**src/rtl/seg_display_ctrl.sv**
```systemverilog
// seg_display_ctrl
// Converts a DATA_W-bit result (unsigned or two's complement) to NUM_DIGITS
// seven-segment decimal digits using a bit-serial double-dabble. Provides a
// static per-digit segment bus with leading-zero blanking, a sign flag, an
// overflow flag (all digits show a dash) and a one-hot multiplexed scan port.
module seg_display_ctrl #(
  parameter int DATA_W     = 8,
  parameter int NUM_DIGITS = 3,
  parameter int SCAN_DIV   = 16
) (
  input  logic                         CLK,
  input  logic                         RST,
  input  logic                         load,
  input  logic [DATA_W-1:0]            value,
  input  logic                         signed_mode,
  output logic                         busy,
  output logic                         done,
  output logic [NUM_DIGITS-1:0][6:0]   display,
  output logic                         neg,
  output logic                         ovf,
  output logic [6:0]                   scan_seg,
  output logic [NUM_DIGITS-1:0]        scan_an
);

  // Internal BCD is sized for the full DATA_W range so overflow can be seen
  // even when fewer digits are driven.
  localparam int BCD_D  = (DATA_W + 2) / 3;
  localparam int BCD_W  = 4 * BCD_D;
  localparam int PAD_D  = (NUM_DIGITS > BCD_D) ? NUM_DIGITS : BCD_D;
  localparam int PAD_W  = 4 * PAD_D;
  localparam int CNT_W  = $clog2(DATA_W);
  localparam int SCAN_W = (SCAN_DIV > 1) ? $clog2(SCAN_DIV) : 1;

  localparam logic [6:0] SEG_BLANK = 7'h00;
  localparam logic [6:0] SEG_DASH  = 7'h40;

  typedef enum logic [1:0] {
    S_IDLE   = 2'd0,
    S_SHIFT  = 2'd1,
    S_UPDATE = 2'd2
  } state_t;

  // Segment pattern {g,f,e,d,c,b,a}, active high.
  function automatic logic [6:0] seg_encode(input logic [3:0] d);
    logic [6:0] s;
    case (d)
      4'd0:    s = 7'h3F;
      4'd1:    s = 7'h06;
      4'd2:    s = 7'h5B;
      4'd3:    s = 7'h4F;
      4'd4:    s = 7'h66;
      4'd5:    s = 7'h6D;
      4'd6:    s = 7'h7D;
      4'd7:    s = 7'h07;
      4'd8:    s = 7'h7F;
      4'd9:    s = 7'h6F;
      default: s = SEG_BLANK;
    endcase
    return s;
  endfunction

  state_t                       r_state;
  logic   [DATA_W-1:0]          r_mag;
  logic   [BCD_W-1:0]           r_bcd;
  logic                         r_sgn;
  logic   [CNT_W-1:0]           r_cnt;
  logic   [SCAN_W-1:0]          r_scan_cnt;

  logic                         w_sgn_in;
  logic   [DATA_W-1:0]          w_mag_in;
  logic   [BCD_W-1:0]           w_bcd_adj;
  logic   [PAD_W-1:0]           w_bcd_pad;
  logic   [NUM_DIGITS-1:0][6:0] w_disp;
  logic                         w_ovf;
  logic                         w_lead;
  logic   [3:0]                 w_dig;
  logic   [NUM_DIGITS-1:0]      w_an_rot;

  // Sign/magnitude of the incoming value; the most negative value maps to
  // magnitude 2^(DATA_W-1), which still fits in DATA_W unsigned bits.
  always_comb begin
    w_sgn_in = signed_mode & value[DATA_W-1];
    w_mag_in = w_sgn_in ? ((~value) + DATA_W'(1)) : value;
  end

  // Double-dabble correction: every BCD nibble >= 5 gets +3 before the shift.
  always_comb begin
    w_bcd_adj = r_bcd;
    for (int i = 0; i < BCD_D; i++) begin
      if (r_bcd[4*i +: 4] >= 4'd5) begin
        w_bcd_adj[4*i +: 4] = r_bcd[4*i +: 4] + 4'd3;
      end
    end
  end

  // Decode finished BCD into blanked segments and the overflow flag.
  always_comb begin
    w_bcd_pad = PAD_W'(r_bcd);
    w_ovf     = 1'b0;
    w_disp    = '0;
    w_lead    = 1'b1;
    w_dig     = 4'd0;
    for (int i = NUM_DIGITS; i < PAD_D; i++) begin
      if (w_bcd_pad[4*i +: 4] != 4'd0) begin
        w_ovf = 1'b1;
      end
    end
    // Walk from the most significant digit down; zeros stay blank until the
    // first nonzero digit, and digit 0 is always shown.
    for (int i = NUM_DIGITS - 1; i >= 0; i--) begin
      w_dig = w_bcd_pad[4*i +: 4];
      if ((w_dig != 4'd0) || (i == 0)) begin
        w_lead = 1'b0;
      end
      if (w_ovf) begin
        w_disp[i] = SEG_DASH;
      end else if (w_lead) begin
        w_disp[i] = SEG_BLANK;
      end else begin
        w_disp[i] = seg_encode(w_dig);
      end
    end
  end

  // Conversion FSM: latch on load, DATA_W shift cycles, then one update cycle.
  always_ff @(posedge CLK) begin
    if (RST) begin
      r_state <= S_IDLE;
      r_cnt   <= '0;
      busy    <= 1'b0;
      done    <= 1'b0;
      display <= '0;
      neg     <= 1'b0;
      ovf     <= 1'b0;
    end else begin
      done <= 1'b0;
      case (r_state)
        S_IDLE: begin
          if (load) begin
            r_mag   <= w_mag_in;
            r_sgn   <= w_sgn_in;
            r_bcd   <= '0;
            r_cnt   <= '0;
            busy    <= 1'b1;
            r_state <= S_SHIFT;
          end
        end
        S_SHIFT: begin
          r_bcd <= {w_bcd_adj[BCD_W-2:0], r_mag[DATA_W-1]};
          r_mag <= {r_mag[DATA_W-2:0], 1'b0};
          r_cnt <= r_cnt + 1'b1;
          if (r_cnt == CNT_W'(DATA_W - 1)) begin
            r_state <= S_UPDATE;
          end
        end
        S_UPDATE: begin
          display <= w_disp;
          neg     <= r_sgn;
          ovf     <= w_ovf;
          done    <= 1'b1;
          busy    <= 1'b0;
          r_state <= S_IDLE;
        end
        default: begin
          r_state <= S_IDLE;
        end
      endcase
    end
  end

  // One-hot enable rotated left by one position, top digit wrapping to 0.
  always_comb begin
    w_an_rot = '0;
    for (int i = 0; i < NUM_DIGITS; i++) begin
      w_an_rot[(i + 1) % NUM_DIGITS] = scan_an[i];
    end
  end

  // Free-running scan timer; advances the digit enable on every wrap.
  always_ff @(posedge CLK) begin
    if (RST) begin
      r_scan_cnt <= '0;
      scan_an    <= NUM_DIGITS'(1);
    end else if (r_scan_cnt == SCAN_W'(SCAN_DIV - 1)) begin
      r_scan_cnt <= '0;
      scan_an    <= w_an_rot;
    end else begin
      r_scan_cnt <= r_scan_cnt + 1'b1;
    end
  end

  // Segments of whichever digit is currently enabled.
  always_comb begin
    scan_seg = SEG_BLANK;
    for (int i = 0; i < NUM_DIGITS; i++) begin
      if (scan_an[i]) begin
        scan_seg = display[i];
      end
    end
  end

endmodule

```
**config.mk**
```make
export PLATFORM = sky130hd
export DESIGN_NAME = seg_display_ctrl
export DESIGN_NICKNAME = d
export VERILOG_FILES = /design/src/rtl/seg_display_ctrl.sv
export SDC_FILE = /design/constraint.sdc
export NUM_CORES = 1
export LEC_CHECK = 0
export CORE_MARGIN = 3
export CORE_UTILIZATION = 50
export DETAILED_ROUTE_END_ITERATION = 10
export GPL_ROUTABILITY_DRIVEN = 0
export PLACE_DENSITY = 0.73
export SYNTH_ARGS = -nofsm -noshare
export SYNTH_HDL_FRONTEND = slang
export SYNTH_SLANG_ARGS = --single-unit
```
**constraint.sdc**
```tcl
create_clock -name CLK -period 7.4 [get_ports CLK]
set_input_delay 1.48 -clock CLK [delete_from_list [all_inputs] [get_ports CLK]]
set_output_delay 1.48 -clock CLK [all_outputs]
set_load 0.005 [all_outputs]
```
======== Word-level counts from Yosys, hierarchy flattened ========
Memories as Yosys holds them, arrays and structs flattened. A register that Yosys moved wholly into a read port is not among the register bits.
Cells that the tools add are included.
cells by class
  add/subtract/negate cells ............... 6
  magnitude comparators ................... 3
  equality and inequality tests ........... 6
  mux-type cells .......................... 25
  bitwise logic cells ..................... 3
  reduce and logical (&&, ||, !) cells .... 11
operators with widths
  cell                                                  count
  2-to-1 mux 7 bit                                      5
  case mux 12 bit (2 select lines)                      1
  2-to-1 mux 4 bit                                      4
  2-to-1 mux 8 bit                                      2
  case mux 8 bit (2 select lines)                       1
  >= comparator 4 x 3 -> 1 bit (second input constant)  3
  2-to-1 mux 12 bit                                     1
  adder 4 x 2 -> 4 bit (second input constant)          2
  adder 8 x 1 -> 8 bit (second input constant)          1
  NOT 8 bit                                             1
  nonzero test 4 bit                                    2
  2-to-1 mux 3 bit                                      2
  case mux 3 bit (2 select lines)                       1
  AND reduction 2 bit                                   3
  AND reduction 3 bit                                   2
  adder 4 x 1 -> 4 bit (second input constant)          1
  equality test 4 bit (second input constant)           1
  2-to-1 mux 1 bit                                      4
  2-to-1 mux 2 bit                                      2
  != test 2 bit (second input constant)                 2
  case mux 2 bit (2 select lines)                       1
  nonzero test 2 bit                                    2
  adder 3 x 1 -> 3 bit (second input constant)          1
  adder 3 x 2 -> 3 bit (second input constant)          1
  other kinds (8)                                       8
word-level totals
  flip-flop bits (word level) ............. 50
  memory bits (read-only) ................. 336
  bits of input ports ..................... 12
  output and inout bits ................... 35
  word-level logic and storage cells ...... 69
  memories kept ........................... 3
memories
  name             depth  width  read ports  clocked after Yosys merged registers in  wr ports  line  RTL
  (no name shown)  16     7      1           1                                        0         46    case (d)
  (no name shown)  16     7      1           1                                        0         46
  (no name shown)  16     7      1           1                                        0         46

======== Depth between registers and ports, before layout ========
Gate-level depths: netlist of the first run.
  word-level depth ........................ 5
  depth in mapped cells ................... 11
  gate-level depth less buffers ........... 11

======== Worst setup path after synthesis of the first run ========
No wires, ideal clock.
  path type ............................... input to register
  start point ............................. in RST
  end point ............................... reg with a tool-made name
  library setup time ...................... 117 ps
  arrival ................................. 3278 ps
  data required time ...................... 7283 ps
  slack ................................... 4005 ps
  stages .................................. 11
  buffers on the path ..................... 2
  cell sequence ........................... clkbuf_1 -> or3_1 -> buf_6 -> clkinv_4 -> nand2_1 -> o22ai_1 -> inv_1 -> ha_1 -> nand2_1 -> o21ai_0 -> a22o_1
RTL lines
  what         line  RTL
  from (decl)  12    input logic RST,

==> results of run 1 <==
-- worst paths after layout --
path / startpoint / endpoint / slack, ps / depth (start not counted)
worst max-delay path: RST / register / 3560 / 11
worst min-delay path: register / display[10]$_SDFFE_PP0P_ / 440 / 1
worst max register to register: r_state[0]$_SDFFE_PP0P_ / register / 4740 / 10
worst min register to register: register / display[10]$_SDFFE_PP0P_ / 440 / 1
-- final cells by class --
| cell class | count | share of cell area |
|---|---|---|
| clock buffer | 10 | 0.0348 |
| clock inverter | 6 | 0.0155 |
| inverter | 18 | 0.0170 |
| multi-input combinational | 270 | 0.416 |
| sequential | 71 | 0.381 |
| tap | 96 | 0.0281 |
| timing repair buffer | 46 | 0.107 |
-- stage by stage --
step	utilization	area [µm²]	hold WS [ps]	instances	setup WS, ps
after floorplan	-	3560	420	376	4010
after detailed placement	0.592	4060	423	501	3230
after global placement	0.592	4060	424	501	3320
final	0.623	4280	440	517	3560
after CTS	0.623	4280	439	517	3580
after global routing	0.623	4280	451	517	3380
-- kinds of logic after synthesis --
kind of cell	after synthesis
flip-flops	71
multiplexers	6
AO/OA/AOI/OAI	101
XOR/XNOR	11
other	1
adder cells (fa/ha/maj)	27
buffers and inverters	35
AND/OR/NAND/NOR	124
-- layer usage --
metal / track usage / wire length [µm] / part of all wire / vias up
met5: 0 / 0 / 0 / -
met4: 0.0753 / 112 / 0.016 / 0
met3: 0.0450 / 262 / 0.037 / 8
met2: 0.306 / 3330 / 0.47 / 61
met1: 0.222 / 3420 / 0.48 / 1259
li1: - / - / - / 1413
-- cells in the mapped netlist (2+ instances only) --
cell / number
sky130_fd_sc_hd__o22ai_1: 2
sky130_fd_sc_hd__a31oi_1: 2
sky130_fd_sc_hd__xnor2_1: 11
sky130_fd_sc_hd__and2_1: 4
sky130_fd_sc_hd__mux2i_1: 5
sky130_fd_sc_hd__a22o_1: 16
sky130_fd_sc_hd__a311oi_1: 2
sky130_fd_sc_hd__ha_1: 27
sky130_fd_sc_hd__edfxtp_1: 21
sky130_fd_sc_hd__and2b_2: 3
sky130_fd_sc_hd__o21ai_1: 3
sky130_fd_sc_hd__nor2_1: 31
sky130_fd_sc_hd__nor3_1: 8
sky130_fd_sc_hd__and2_4: 2
sky130_fd_sc_hd__clkbuf_1: 14
sky130_fd_sc_hd__inv_2: 2
sky130_fd_sc_hd__a21oi_1: 25
sky130_fd_sc_hd__nor3b_1: 4
sky130_fd_sc_hd__nand2b_1: 11
sky130_fd_sc_hd__o21ai_0: 27
sky130_fd_sc_hd__o2bb2ai_1: 2
sky130_fd_sc_hd__a21o_1: 2
sky130_fd_sc_hd__and3_1: 2
sky130_fd_sc_hd__nand3_1: 8
sky130_fd_sc_hd__dfxtp_1: 50
sky130_fd_sc_hd__nand2_1: 42
sky130_fd_sc_hd__o41ai_1: 2
sky130_fd_sc_hd__nor4b_1: 2
sky130_fd_sc_hd__inv_1: 15
sky130_fd_sc_hd__a221oi_1: 2
sky130_fd_sc_hd__a32oi_2: 2
sky130_fd_sc_hd__o211ai_1: 2
sky130_fd_sc_hd__a22oi_1: 8
-- worst max-delay path: cells and delay by family --
family / cells / cell delay [ps]
buffers and inverters: 4 / 1040
AO/OA/AOI/OAI: 3 / 590
AND/OR/NAND/NOR: 3 / 740
adder cells (fa/ha/maj): 1 / 240
-- power groups by stage --
stage | logic (mW) | registers [mW] | clock network [mW]
floorplan | 0.0856 | 0.446 | 0
global placement | 0.106 | 0.451 | 0
detailed placement | 0.110 | 0.452 | 0
CTS | 0.110 | 0.443 | 0.329
global route | 0.125 | 0.446 | 0.350
finish | 0.110 | 0.443 | 0.324
==> impl_metrics.toml, run 1 <==
[run]
maxCapViolCount = 0

[logic_synthesis]
async_flop_share = 0
post_synthesis_average_cell_area_um2 = 9.47
yosys-mux-area-fraction = 0.0172
yosys.area.top_type_share = 0.281
synthesis.area_mm2 = 0.00356
compound_gate_portion_of_the_synthesized_area = 0.188
synth_area_leaders = "sky130_fd_sc_hd__dfxtp_1 (28%), sky130_fd_sc_hd__edfxtp_1 (18%), sky130_fd_sc_hd__ha_1 (9.5%)"
yosys.area_share.adder = 0.0948
postSynth.topFlopCell = "sky130_fd_sc_hd__dfxtp_1"
post-synth-top-area-cell = "sky130_fd_sc_hd__dfxtp_1"
mapped_cells = 376
synth_edf_count = 21
post_synth_xor_area_fraction = 0.0270
yosysUniqueCellTypes = 50
synth.net_count = 415
combinational_family_with_the_most_area_after_synthesis = "compound AO/OA/AOI/OAI gates"
synth.ff_latch_count = 71
total_of_warnings_raised_by_yosys = 0
synth-seq-area-share = 0.458
synthSimpleGateAreaFrac = 0.172

[clock_tree]
worstSkewPairLatency_ps = 350
cts_buffers = 9
clock_tree.htree_level_count = 3
clockBufferDepth = 2
tritoncts_clock_tree = "yes"
cts.clk_slew.worst_paths_ps = 70
buffer_cell_driving_the_clock_tree_root = "sky130_fd_sc_hd__clkbuf_8"
numClockSinks = 71
cts_repair_resize_count = 0
post_cts.repair.setup_buffers = 0
cts_hold_repair.buffers = 0

[setup_path]
timing.critical_path.required_ps = 7640
setup.worst_path.start_class = "input port"
cpMaxStageDelayCell = "sky130_fd_sc_hd__or3_1"
worst_ep_arrival_time_ps = 4080
timing.critical_path.mode_cell = "sky130_fd_sc_hd__nand2_1"
setup.worst_path.class = "input port to register"
delay_contributed_by_the_slowest_stage_of_the_critical_path_ps = 570
worstPathCellList = "clkdlybuf4s50_1 -> buf_4 -> or3_1 -> clkinv_4 -> nand2_1 -> o22ai_1 -> inv_1 -> ha_1 -> nand2_1 -> o21ai_1 -> a22o_1"
timing.critical_path.to_type = "register"
cp_max_fo = 27

[timing]
period_share = 0.519
slew_headroom = 0.305
final_hold_viol_count = 0
layout_min_cycle_time_ps = 3840
grt_setup_unrepaired = "no"
final_setup_violating_endpoints = 0
finalClockSkew_ps = 14.4
tns_ps = 0
fmaxAchievable_mhz = 260
report.final.slew_viol_count = 0
tightest_slew_ps = 1040

[placement]
dp_hpwl_um = 5310
numPortBuffers = 45

[routing]
via_cell_ratio = 5.30
post_route_antenna_net_violation_count = 0
final_wirelength_um = 7130
routed_wire_length_per_instance_um = 13.8
vias = 2741
detail_route.first_pass.iterations = 6
drc = 0
drt_iter0_markers = 134

[final_layout]
mostFrequentLayoutCells = "sky130_fd_sc_hd__dfxtp_1 (50), sky130_fd_sc_hd__clkdlybuf4s50_1 (45), sky130_fd_sc_hd__nand2_1 (42), sky130_fd_sc_hd__nor2_1 (31)"
mostFrequentLayoutCell = "sky130_fd_sc_hd__dfxtp_1"
layout_cells_sized_above_1 = 0.0736
final_nets = 455
antenna_cells = 0
area_growth_syn_to_layout_pct = 20.1
filler_cell_count = 602
multi_input_comb_area_mm2 = 0.00178
area.sequential_mm2 = 0.00163

[power_and_ir_drop]
share_clk_of_total_power = 0.370
internal-power_mw = 0.651
ir_drop_mv = 0.0941
switching_share = 0.258
seq_power_share = 0.505
p_leak_nw = 1.67
combinational_power_share = 0.125
power.net_switching_mw = 0.226
design_power_total_mw = 0.878
power_per_cell_area_mw_per_mm2 = 205

[die]
dieArea_mm2 = 0.00817
placeableCoreArea_mm2 = 0.00687
initial_utilization = 0.519
io_pins = 47
core.rowCount = 30
die_x_um = 90.4
die_h_um = 90.4

[run_status]
outcome = "completed"

[global_route]
vias_in_the_first_global_route = 2613
grt_max_degree = 28
grt-ovfl-total = 0
grtUsageTotal = 0.182
grt_antenna_before_repair = 0
first_pass_grt_wire_length_um = 12000

[hold_path]
timing.hold.worst.class = "register to register"
No activity file was read; power rests on OpenSTA's default activity.
==> run 2: changes to the inputs <==
--- a/config.mk
+++ b/config.mk
@@ -9,7 +9,7 @@
 export CORE_UTILIZATION = 50
 export DETAILED_ROUTE_END_ITERATION = 10
 export GPL_ROUTABILITY_DRIVEN = 0
-export PLACE_DENSITY = 0.73
+export PLACE_DENSITY = 0.76
 export SYNTH_ARGS = -nofsm -noshare
 export SYNTH_HDL_FRONTEND = slang
 export SYNTH_SLANG_ARGS = --single-unit
==> constraint.sdc (replaced) <==
create_clock -name CLK -period 3.5 [get_ports CLK]
set_input_delay 0.7 -clock CLK [delete_from_list [all_inputs] [get_ports CLK]]
set_output_delay 0.7 -clock CLK [all_outputs]
set_load 0.005 [all_outputs]
==> run 2 against run 1 <==
Effect of this change:
- worst hold slack gained 2.7 ps
- critical path type unchanged
- flip-flop and latch count is the same
- via count shrank 0.80%
- die area did not move
- critical path depth is the same
- first-iteration DRC count down 7.5%
- combinational power up 110%
- global-route usage shrank 1.2 points
- clock power increased by 89%
- largest cell class unchanged
==> impl_metrics.toml, run 2 (synthesized netlist as in run 1, its figures left out) <==
[die]
die_x_um = 90.4
die_h_um = 90.4
dieArea_mm2 = 0.00817
initial_utilization = 0.519
placeableCoreArea_mm2 = 0.00687
core.rowCount = 30
io_pins = 47

[timing]
finalHoldWorstSlack_ps = 442
grt_setup_unrepaired = "no"
slew_headroom = 0.391
fmaxAchievable_mhz = 341
finalClockSkew_ps = 7.49
tightest_slew_ps = 910
layout_min_cycle_time_ps = 2930
final_setup_violating_endpoints = 0
report.final.slew_viol_count = 0
final_hold_viol_count = 0
tns_ps = 0
period_share = 0.838

[setup_path]
timing.critical_path.required_ps = 3740
delay_contributed_by_the_slowest_stage_of_the_critical_path_ps = 510
timing.critical_path.to_type = "register"
cp_max_fo = 23
setup.worst_path.class = "input port to register"
worst_ep_arrival_time_ps = 3170
timing.critical_path.mode_cell = "sky130_fd_sc_hd__nand2_1"
worstRegToRegCells = 10
setup.worst_path.start_class = "input port"
worstPathCellList = "clkdlybuf4s50_1 -> nor2_2 -> or3_1 -> clkinv_4 -> nand2_1 -> o22ai_1 -> inv_1 -> ha_1 -> nand2_1 -> o21ai_0 -> a22o_1"
cpMaxStageDelayCell = "sky130_fd_sc_hd__or3_1"

[final_layout]
final_nets = 455
filler_cell_count = 620
mostFrequentLayoutCells = "sky130_fd_sc_hd__dfxtp_1 (50), sky130_fd_sc_hd__clkdlybuf4s50_1 (45), sky130_fd_sc_hd__nand2_1 (42), sky130_fd_sc_hd__nor2_1 (31)"
mostFrequentLayoutCell = "sky130_fd_sc_hd__dfxtp_1"
area_growth_syn_to_layout_pct = 19.4
layout_cells_sized_above_1 = 0.0736
antenna_cells = 0

[global_route]
grt-ovfl-total = 0
grt_antenna_before_repair = 0
vias_in_the_first_global_route = 2394
grt_max_degree = 27
first_pass_grt_wire_length_um = 11300
grtUsageTotal = 0.170

[routing]
via_cell_ratio = 5.26
final_wirelength_um = 6730
drt_iter0_markers = 124
detail_route.first_pass.iterations = 4
routed_wire_length_per_instance_um = 13.0
post_route_antenna_net_violation_count = 0
vias = 2719
drc = 0

[hold_path]
hold_path_depth = 1
timing.hold.worst.class = "register to register"

[power_and_ir_drop]
p_leak_nw = 1.65
power_per_cell_area_mw_per_mm2 = 418
ir_drop_mv = 0.286

[run]
maxCapViolCount = 0

[placement]
dp_hpwl_um = 5020
numPortBuffers = 45

[run_status]
outcome = "completed"

[clock_tree]
tritoncts_clock_tree = "yes"
worstSkewPairLatency_ps = 340
clockBufferDepth = 2
cts_hold_repair.buffers = 0
cts_repair_resize_count = 0
numClockSinks = 71
clock_tree.htree_level_count = 3
buffer_cell_driving_the_clock_tree_root = "sky130_fd_sc_hd__clkbuf_8"
post_cts.repair.setup_buffers = 0
cts_buffers = 9
cts.clk_slew.worst_paths_ps = 80
==> run 2: cell count changes in the layout (fill, tap and decap cells not counted), sizes merged <==
cell	change
clkinvlp	+1
clkbuf	-1
bufinv	-1
inv	+3
clkinv	-2
==> run 2: worst max-delay path: cells and delay by family <==
kind,cells,cell delay (ps)
adder cells (fa/ha/maj),1,250
AO/OA/AOI/OAI,3,570
AND/OR/NAND/NOR,4,730
buffers and inverters,3,910
==> run 2: where the power goes <==
group	switching, mW	internal (mW)
logic	0.131	0.0974
registers	0.0305	0.906
clock network	0.338	0.273
==> run 2: cell type report <==
class	count	area, µm²	area share
Clock buffer	9	124	0.0291
Sequential cell	71	1630	0.384
Multi-Input combinational cell	270	1780	0.419
Tap cell	96	120	0.0283
Timing Repair Buffer	46	458	0.108
Inverter	18	72.6	0.0171
Clock inverter	7	63.8	0.0150
==> run 2: final timing paths <==
| kind | slack (ps) | startpoint | endpoint |
|---|---|---|---|
| worst min register to register | 440 | register | display[9]$_SDFFE_PP0P_ |
| worst max register to register | 850 | r_state[0]$_SDFFE_PP0P_ | register |
| worst min-delay path | 440 | register | display[9]$_SDFFE_PP0P_ |
| worst max-delay path | 570 | load | register |
==> run 2: layer usage <==
layer | wire [µm] | track usage | share of wire
met4 | 79 | 0.0574 | 0.012
met3 | 296 | 0.0433 | 0.044
met1 | 3170 | 0.219 | 0.47
met5 | 0 | 0 | 0
met2 | 3180 | 0.278 | 0.47
==> run 2: per-stage QoR <==
step | cells | total power, mW | util | instance area (µm²) | setup WS, ps
after global routing | 517 | 1.87 | 0.619 | 4250 | 396
after detailed placement | 501 | 1.18 | 0.592 | 4060 | 200
final | 517 | 1.78 | 0.619 | 4250 | 568
after floorplan | 376 | 1.12 | - | 3560 | 885
after CTS | 517 | 1.80 | 0.619 | 4250 | 568
after global placement | 501 | 1.18 | 0.592 | 4060 | 283
